File: src/rtl/exc_sequencer_pkg.sv
// Shared definitions for the exception sequencer: ExcCode values, the default
// exception entry vector, the drain watchdog default and the FSM state type.
package exc_sequencer_pkg;

  localparam logic [4:0] EXC_INT  = 5'h00;
  localparam logic [4:0] EXC_ADEL = 5'h04;
  localparam logic [4:0] EXC_ADES = 5'h05;
  localparam logic [4:0] EXC_SYS  = 5'h08;
  localparam logic [4:0] EXC_RI   = 5'h0a;
  localparam logic [4:0] EXC_OV   = 5'h0c;
  localparam logic [4:0] EXC_NONE = 5'h10;
  localparam logic [4:0] EXC_ERET = 5'h11;

  localparam logic [31:0] EXC_VECTOR_DEFAULT    = 32'hbfc00380;
  localparam int          DRAIN_TIMEOUT_DEFAULT = 64;

  typedef enum logic [1:0] {
    ST_IDLE     = 2'd0,
    ST_COMMIT   = 2'd1,
    ST_DRAIN    = 2'd2,
    ST_REDIRECT = 2'd3
  } seq_state_t;

  // A way carries an event only when its code is something other than "none".
  function automatic logic is_event_code(input logic [4:0] code);
    return code != EXC_NONE;
  endfunction

endpackage

File: src/rtl/exc_way_prio.sv
// Combinational event picker for the two EX-stage ways.
// Priority: pending interrupt > way0 exception > way1 exception. An interrupt
// rides on the oldest valid way; with no valid way it simply waits.
module exc_way_prio
  import exc_sequencer_pkg::*;
(
  input  logic        int_pending,
  input  logic [1:0]  ex_valid,
  input  logic [9:0]  ex_exc_code,
  input  logic [63:0] ex_pc,
  input  logic [1:0]  ex_in_delay,
  output logic        sel_valid,
  output logic        sel_way,
  output logic [4:0]  sel_code,
  output logic [31:0] sel_pc,
  output logic        sel_bd
);

  logic way0_hit;
  logic way1_hit;

  assign way0_hit = ex_valid[0] && is_event_code(ex_exc_code[4:0]);
  assign way1_hit = ex_valid[1] && is_event_code(ex_exc_code[9:5]);

  // Pick the highest-priority event and carry along its PC and delay-slot flag.
  always_comb begin
    sel_valid = 1'b0;
    sel_way   = 1'b0;
    sel_code  = EXC_NONE;
    sel_pc    = 32'h0;
    sel_bd    = 1'b0;
    if (int_pending && ex_valid[0]) begin
      sel_valid = 1'b1;
      sel_way   = 1'b0;
      sel_code  = EXC_INT;
      sel_pc    = ex_pc[31:0];
      sel_bd    = ex_in_delay[0];
    end else if (int_pending && ex_valid[1]) begin
      sel_valid = 1'b1;
      sel_way   = 1'b1;
      sel_code  = EXC_INT;
      sel_pc    = ex_pc[63:32];
      sel_bd    = ex_in_delay[1];
    end else if (way0_hit) begin
      sel_valid = 1'b1;
      sel_way   = 1'b0;
      sel_code  = ex_exc_code[4:0];
      sel_pc    = ex_pc[31:0];
      sel_bd    = ex_in_delay[0];
    end else if (way1_hit) begin
      sel_valid = 1'b1;
      sel_way   = 1'b1;
      sel_code  = ex_exc_code[9:5];
      sel_pc    = ex_pc[63:32];
      sel_bd    = ex_in_delay[1];
    end
  end

endmodule

File: src/rtl/exc_sequencer.sv
// Exception / interrupt / ERET sequencer in front of CP0.
// IDLE -> COMMIT -> DRAIN -> REDIRECT -> IDLE: latch one event, strobe CP0 once,
// wait for the pipeline to drain, then hand the redirect PC to IF.
// Optional drain watchdog: define EXC_SEQ_DRAIN_TIMEOUT_EN.
module exc_sequencer
  import exc_sequencer_pkg::*;
#(
  parameter logic [31:0] EXC_VECTOR    = EXC_VECTOR_DEFAULT,
  parameter int          DRAIN_TIMEOUT = DRAIN_TIMEOUT_DEFAULT
) (
  input  logic        clk,
  input  logic        rst,
  input  logic        int_pending,
  input  logic [1:0]  ex_valid,
  input  logic [9:0]  ex_exc_code,
  input  logic [63:0] ex_pc,
  input  logic [1:0]  ex_in_delay,
  input  logic [31:0] epc_i,
  input  logic        pipe_empty,
  input  logic        if_ready,
  output logic        commit_valid,
  output logic [4:0]  commit_code,
  output logic [31:0] commit_pc,
  output logic        commit_bd,
  output logic        flush_all,
  output logic        flush_icache,
  output logic        issue_stall,
  output logic        redirect_valid,
  output logic [31:0] redirect_pc,
  output logic        drain_timeout
);

  seq_state_t  state_q;
  seq_state_t  state_d;
  logic        latch_en;
  logic [31:0] target_d;

  logic        sel_valid;
  logic        sel_way;
  logic [4:0]  sel_code;
  logic [31:0] sel_pc;
  logic        sel_bd;

  logic [4:0]  evt_code_q;
  logic [31:0] evt_pc_q;
  logic        evt_bd_q;
  logic        evt_way_q;
  logic [31:0] redirect_pc_q;
  logic        flush_icache_q;

  // The latched way is kept for debug visibility; nothing downstream needs it.
  logic        unused_evt_way;
  assign unused_evt_way = evt_way_q;

  exc_way_prio u_prio (
    .int_pending (int_pending),
    .ex_valid    (ex_valid),
    .ex_exc_code (ex_exc_code),
    .ex_pc       (ex_pc),
    .ex_in_delay (ex_in_delay),
    .sel_valid   (sel_valid),
    .sel_way     (sel_way),
    .sel_code    (sel_code),
    .sel_pc      (sel_pc),
    .sel_bd      (sel_bd)
  );

`ifdef EXC_SEQ_DRAIN_TIMEOUT_EN
  logic [7:0] drain_cnt_q;
  logic       timeout_hit;
  logic       drain_timeout_q;
`else
  localparam int unused_drain_timeout = DRAIN_TIMEOUT;
`endif

  // Next-state and output decode; the ERET alignment check happens in COMMIT.
  always_comb begin
    state_d        = state_q;
    latch_en       = 1'b0;
    flush_all      = 1'b0;
    commit_valid   = 1'b0;
    commit_code    = 5'h0;
    commit_pc      = 32'h0;
    commit_bd      = 1'b0;
    issue_stall    = 1'b1;
    redirect_valid = 1'b0;
    target_d       = EXC_VECTOR;
`ifdef EXC_SEQ_DRAIN_TIMEOUT_EN
    timeout_hit    = 1'b0;
`endif
    case (state_q)
      ST_IDLE: begin
        issue_stall = 1'b0;
        if (sel_valid) begin
          latch_en  = 1'b1;
          flush_all = 1'b1;
          state_d   = ST_COMMIT;
        end
      end
      ST_COMMIT: begin
        commit_valid = 1'b1;
        commit_pc    = evt_pc_q;
        commit_bd    = evt_bd_q;
        if (evt_code_q == EXC_ERET && epc_i[1:0] != 2'b00) begin
          commit_code = EXC_ADEL;
          target_d    = EXC_VECTOR;
        end else if (evt_code_q == EXC_ERET) begin
          commit_code = EXC_ERET;
          target_d    = epc_i;
        end else begin
          commit_code = evt_code_q;
          target_d    = EXC_VECTOR;
        end
        state_d = ST_DRAIN;
      end
      ST_DRAIN: begin
        if (pipe_empty) begin
          state_d = ST_REDIRECT;
        end
`ifdef EXC_SEQ_DRAIN_TIMEOUT_EN
        else if (drain_cnt_q == 8'(DRAIN_TIMEOUT - 1)) begin
          timeout_hit = 1'b1;
          state_d     = ST_REDIRECT;
        end
`endif
      end
      ST_REDIRECT: begin
        redirect_valid = 1'b1;
        if (if_ready) begin
          state_d = ST_IDLE;
        end
      end
      default: state_d = ST_IDLE;
    endcase
  end

  // State register; reset drops any sequence in flight straight back to IDLE.
  always_ff @(posedge clk or posedge rst) begin
    if (rst) begin
      state_q <= ST_IDLE;
    end else begin
      state_q <= state_d;
    end
  end

  // Capture the picked event when IDLE accepts it; later ex_* changes are ignored.
  always_ff @(posedge clk or posedge rst) begin
    if (rst) begin
      evt_code_q <= 5'h0;
      evt_pc_q   <= 32'h0;
      evt_bd_q   <= 1'b0;
      evt_way_q  <= 1'b0;
    end else if (latch_en) begin
      evt_code_q <= sel_code;
      evt_pc_q   <= sel_pc;
      evt_bd_q   <= sel_bd;
      evt_way_q  <= sel_way;
    end
  end

  // Redirect target is frozen in COMMIT so it stays stable through the handshake.
  always_ff @(posedge clk or posedge rst) begin
    if (rst) begin
      redirect_pc_q <= 32'h0;
    end else if (state_q == ST_COMMIT) begin
      redirect_pc_q <= target_d;
    end
  end

  // I-cache flush follows the pipeline flush one cycle later.
  always_ff @(posedge clk or posedge rst) begin
    if (rst) begin
      flush_icache_q <= 1'b0;
    end else begin
      flush_icache_q <= flush_all;
    end
  end

`ifdef EXC_SEQ_DRAIN_TIMEOUT_EN
  // Watchdog counter runs only while draining and restarts on every new drain.
  always_ff @(posedge clk or posedge rst) begin
    if (rst) begin
      drain_cnt_q <= 8'h0;
    end else if (state_q == ST_DRAIN) begin
      drain_cnt_q <= drain_cnt_q + 8'd1;
    end else begin
      drain_cnt_q <= 8'h0;
    end
  end

  // Sticky timeout flag, cleared only by reset.
  always_ff @(posedge clk or posedge rst) begin
    if (rst) begin
      drain_timeout_q <= 1'b0;
    end else if (timeout_hit) begin
      drain_timeout_q <= 1'b1;
    end
  end

  assign drain_timeout = drain_timeout_q;
`else
  assign drain_timeout = 1'b0;
`endif

  assign redirect_pc  = redirect_pc_q;
  assign flush_icache = flush_icache_q;

endmodule
File: config.mk
export PLATFORM = sky130hd
export DESIGN_NAME = exc_sequencer
export DESIGN_NICKNAME = d
export VERILOG_FILES = /design/src/rtl/exc_sequencer_pkg.sv /design/src/rtl/exc_way_prio.sv /design/src/rtl/exc_sequencer.sv
export SDC_FILE = /design/constraint.sdc
export NUM_CORES = 1
export LEC_CHECK = 0
export BUFFER_PORTS_ARGS = -buffer_cell sky130_fd_sc_hd__buf_2
export CORE_ASPECT_RATIO = 1.5
export CORE_UTILIZATION = 43
export DETAILED_ROUTE_END_ITERATION = 16
export HOLD_SLACK_MARGIN = 0.15
export MAX_ROUTING_LAYER = met4
export PLACE_DENSITY_LB_ADDON = 0.25
export SYNTH_ARGS = -nofsm -noshare
export SYNTH_HDL_FRONTEND = slang
export SYNTH_HIERARCHICAL = 1
export SYNTH_SLANG_ARGS = --single-unit
File: constraint.sdc
create_clock -name clk -period 2.45 [get_ports clk]
set_input_delay 0.3675 -clock clk [delete_from_list [all_inputs] [get_ports clk]]
set_output_delay 0.3675 -clock clk [all_outputs]
set_load 0.02 [all_outputs]
==> impl_metrics.tcl <==
set metrics [dict create \
    status "finished clean" \
    grt_first_pass_wirelength_um 17200 \
    power_frac_comb_pct 40.6 \
    critPathKind "register to output port" \
    cpPeakStageDelay_ns 0.46 \
    slew_violations 0 \
    seq_power_share_pct 35.7 \
    netSwitchingPower_w 0.00175 \
    p_leak_nw 2.75 \
    dpl_cell_area_um2 5280 \
    drc 0 \
    antenna_found_initial 0 \
    final_common_cell "buf_2" \
    fp-row-count 44 \
    worst_pin_slew_ns 0.558 \
    crit_path_end_kind "output port" \
    slew_headroom_pct 62.8 \
    final_cells 720 \
    initial_core_util_pct 44.2 \
    io_pins 191 \
    hpwlAfterDp_um 7500 \
    power.internal_w 0.00309 \
    cts_root_buf "clkbuf_16" \
    nFillCells 877 \
    fmax_mhz 453 \
    synth_nets 550 \
    swShare_pct 36.2 \
    crit_fanout 27 \
    crit_slowest_cell "ha_2" \
    clock-sinks 73 \
    syn_avg_cell_area_um2 9.88 \
    synth_area_um2 4260 \
    grt_use_total_pct 21.6 \
    cts_htree_levels 3 \
    viasPerCell 5.19 \
    stdcell_area_um2 5550 \
    arrival_ns 1.84 \
    clkTransAtPathRegs_ns 0.06 \
    antennaDiodeCount 0 \
    clockBufferDepth 2 \
    setup_tns_ns 0 \
    first_iter_violations 136 \
    p_per_area_nw_per_um2 872 \
    min_period_ns 2.21 \
    clockPowerShare_pct 23.7 \
    fp.dieH_um 124 \
    finalSetupViolations 0 \
    cts_buffers 9 \
    placedCellCount 704 \
    cts_setup_buffers 0 \
    ir_drop_mv 0.526 \
    finalHoldViolations 0 \
    place.gp.congestion 0.769 \
    clk_latency_ns 0.33 \
    ant_nets 0 \
    port_buffers 189 \
    coreArea_um2 9630 \
    overflow 0 \
    drive_gt1_share_pct 48.1 \
    grt_max_degree 74 \
    die-area_um2 10300 \
    startpoint_type "register" \
    holdCritPathClass "input port to register" \
    worstPathRequired_ns 2.08 \
    fin_crit_sh_pct 90.2 \
    wl_per_cell_um 14.9 \
    rsz0062_at_grt "false" \
    final_cell_mix "buf_2, dfrtp_1, nand2_1" \
    path_cells "inv_1 -> ha_2 -> buf_4 -> buf_2" \
    syn_inst 431 \
    die_w_um 83.2 \
    worst_clock_skew_ns 0.00702 \
    cap_violations 0 \
    finalWirelength_um 10700 \
    areaGrowthSynthToFinish_pct 30.3 \
    finalNetCount 720 \
    grt_pass1_vias 3640 \
    tritoncts "done" \
    drtPass1Iterations 6 \
    ys_warn_count 6 \
    routed-via-count 3740 \
]
cell type report:
type | count | area [µm²] | share of cell area, %
clock buffer | 9 | 225 | 4.06
multi-input combinational | 276 | 2080 | 37.4
tap | 115 | 144 | 2.59
timing repair buffer | 201 | 1090 | 19.6
clock inverter | 6 | 36.3 | 0.654
inverter | 40 | 150 | 2.71
sequential | 73 | 1830 | 32.9
repair_timing:
item / 4_1_cts / 5_1_grt
hold buffers: 1 / 0
hold endpoints to repair: 73 / 0
resized for setup: 0 / 0
metrics by stage:
| step | utilization, % | hold WS [ns] | setup WS (ns) | power (W) |
|---|---|---|---|---|
| floorplan | - | 0.471 | 0.00547 | 0.00314 |
| global placement | 54.8 | 0.479 | 0.239 | 0.00366 |
| detailed placement | 54.8 | 0.484 | 0.194 | 0.00372 |
| CTS | 57.6 | 0.267 | 0.210 | 0.00489 |
| global route | 57.6 | 0.282 | 0.123 | 0.00515 |
| finish | 57.6 | 0.279 | 0.240 | 0.00484 |
power groups by stage:
stage / Combinational (W) / Sequential (W) / Clock (W)
floorplan: 0.00141 / 0.00173 / 0
global placement: 0.00193 / 0.00173 / 0
detailed placement: 0.00198 / 0.00174 / 0
CTS: 0.00198 / 0.00173 / 0.00118
global route: 0.00214 / 0.00177 / 0.00123
finish: 0.00196 / 0.00173 / 0.00114
worst max-delay path, delay by kind of cell, from the launching register on:
family | cells | cell delay (ns)
buf+inv | 3 | 0.65
flops | 1 | 0.40
fa+ha+maj | 1 | 0.46
sequential cells by signal, indices dropped and copies added, names as in the netlist:
name / count
evt_bd_q: 1
evt_code_q: 5
evt_pc_q: 32
flush_icache: 1
redirect_pc: 32
state_q: 2
path summary, 6_finish.rpt:
| path | cells after the start | endpoint | slack (ns) | from |
|---|---|---|---|---|
| worst min-delay path | 3 | redirect_pc[17] | 0.28 | epc_i[17] |
| worst min register to register | 1 | redirect_pc[0] | 0.49 | redirect_pc[0] |
| worst max register to register | 6 | redirect_pc[3] | 0.71 | state_q[1] |
| max in group asynchronous | 4 | evt_pc_q[28] | 1.43 | rst |
| min in group asynchronous | 4 | redirect_pc[11] | 0.66 | rst |
| worst max-delay path | 4 | commit_valid | 0.24 | state_q[1] |
layer usage:
layer	part of all wire, %	GRT usage (%)	vias up
li1	-	-	1832
met1	41	24.4	1755
met2	51	37.8	134
met3	5.6	3.71	19
met4	1.9	9.70	0
met5	0	-	-
Note: power is estimated with default switching activity, not from simulation.
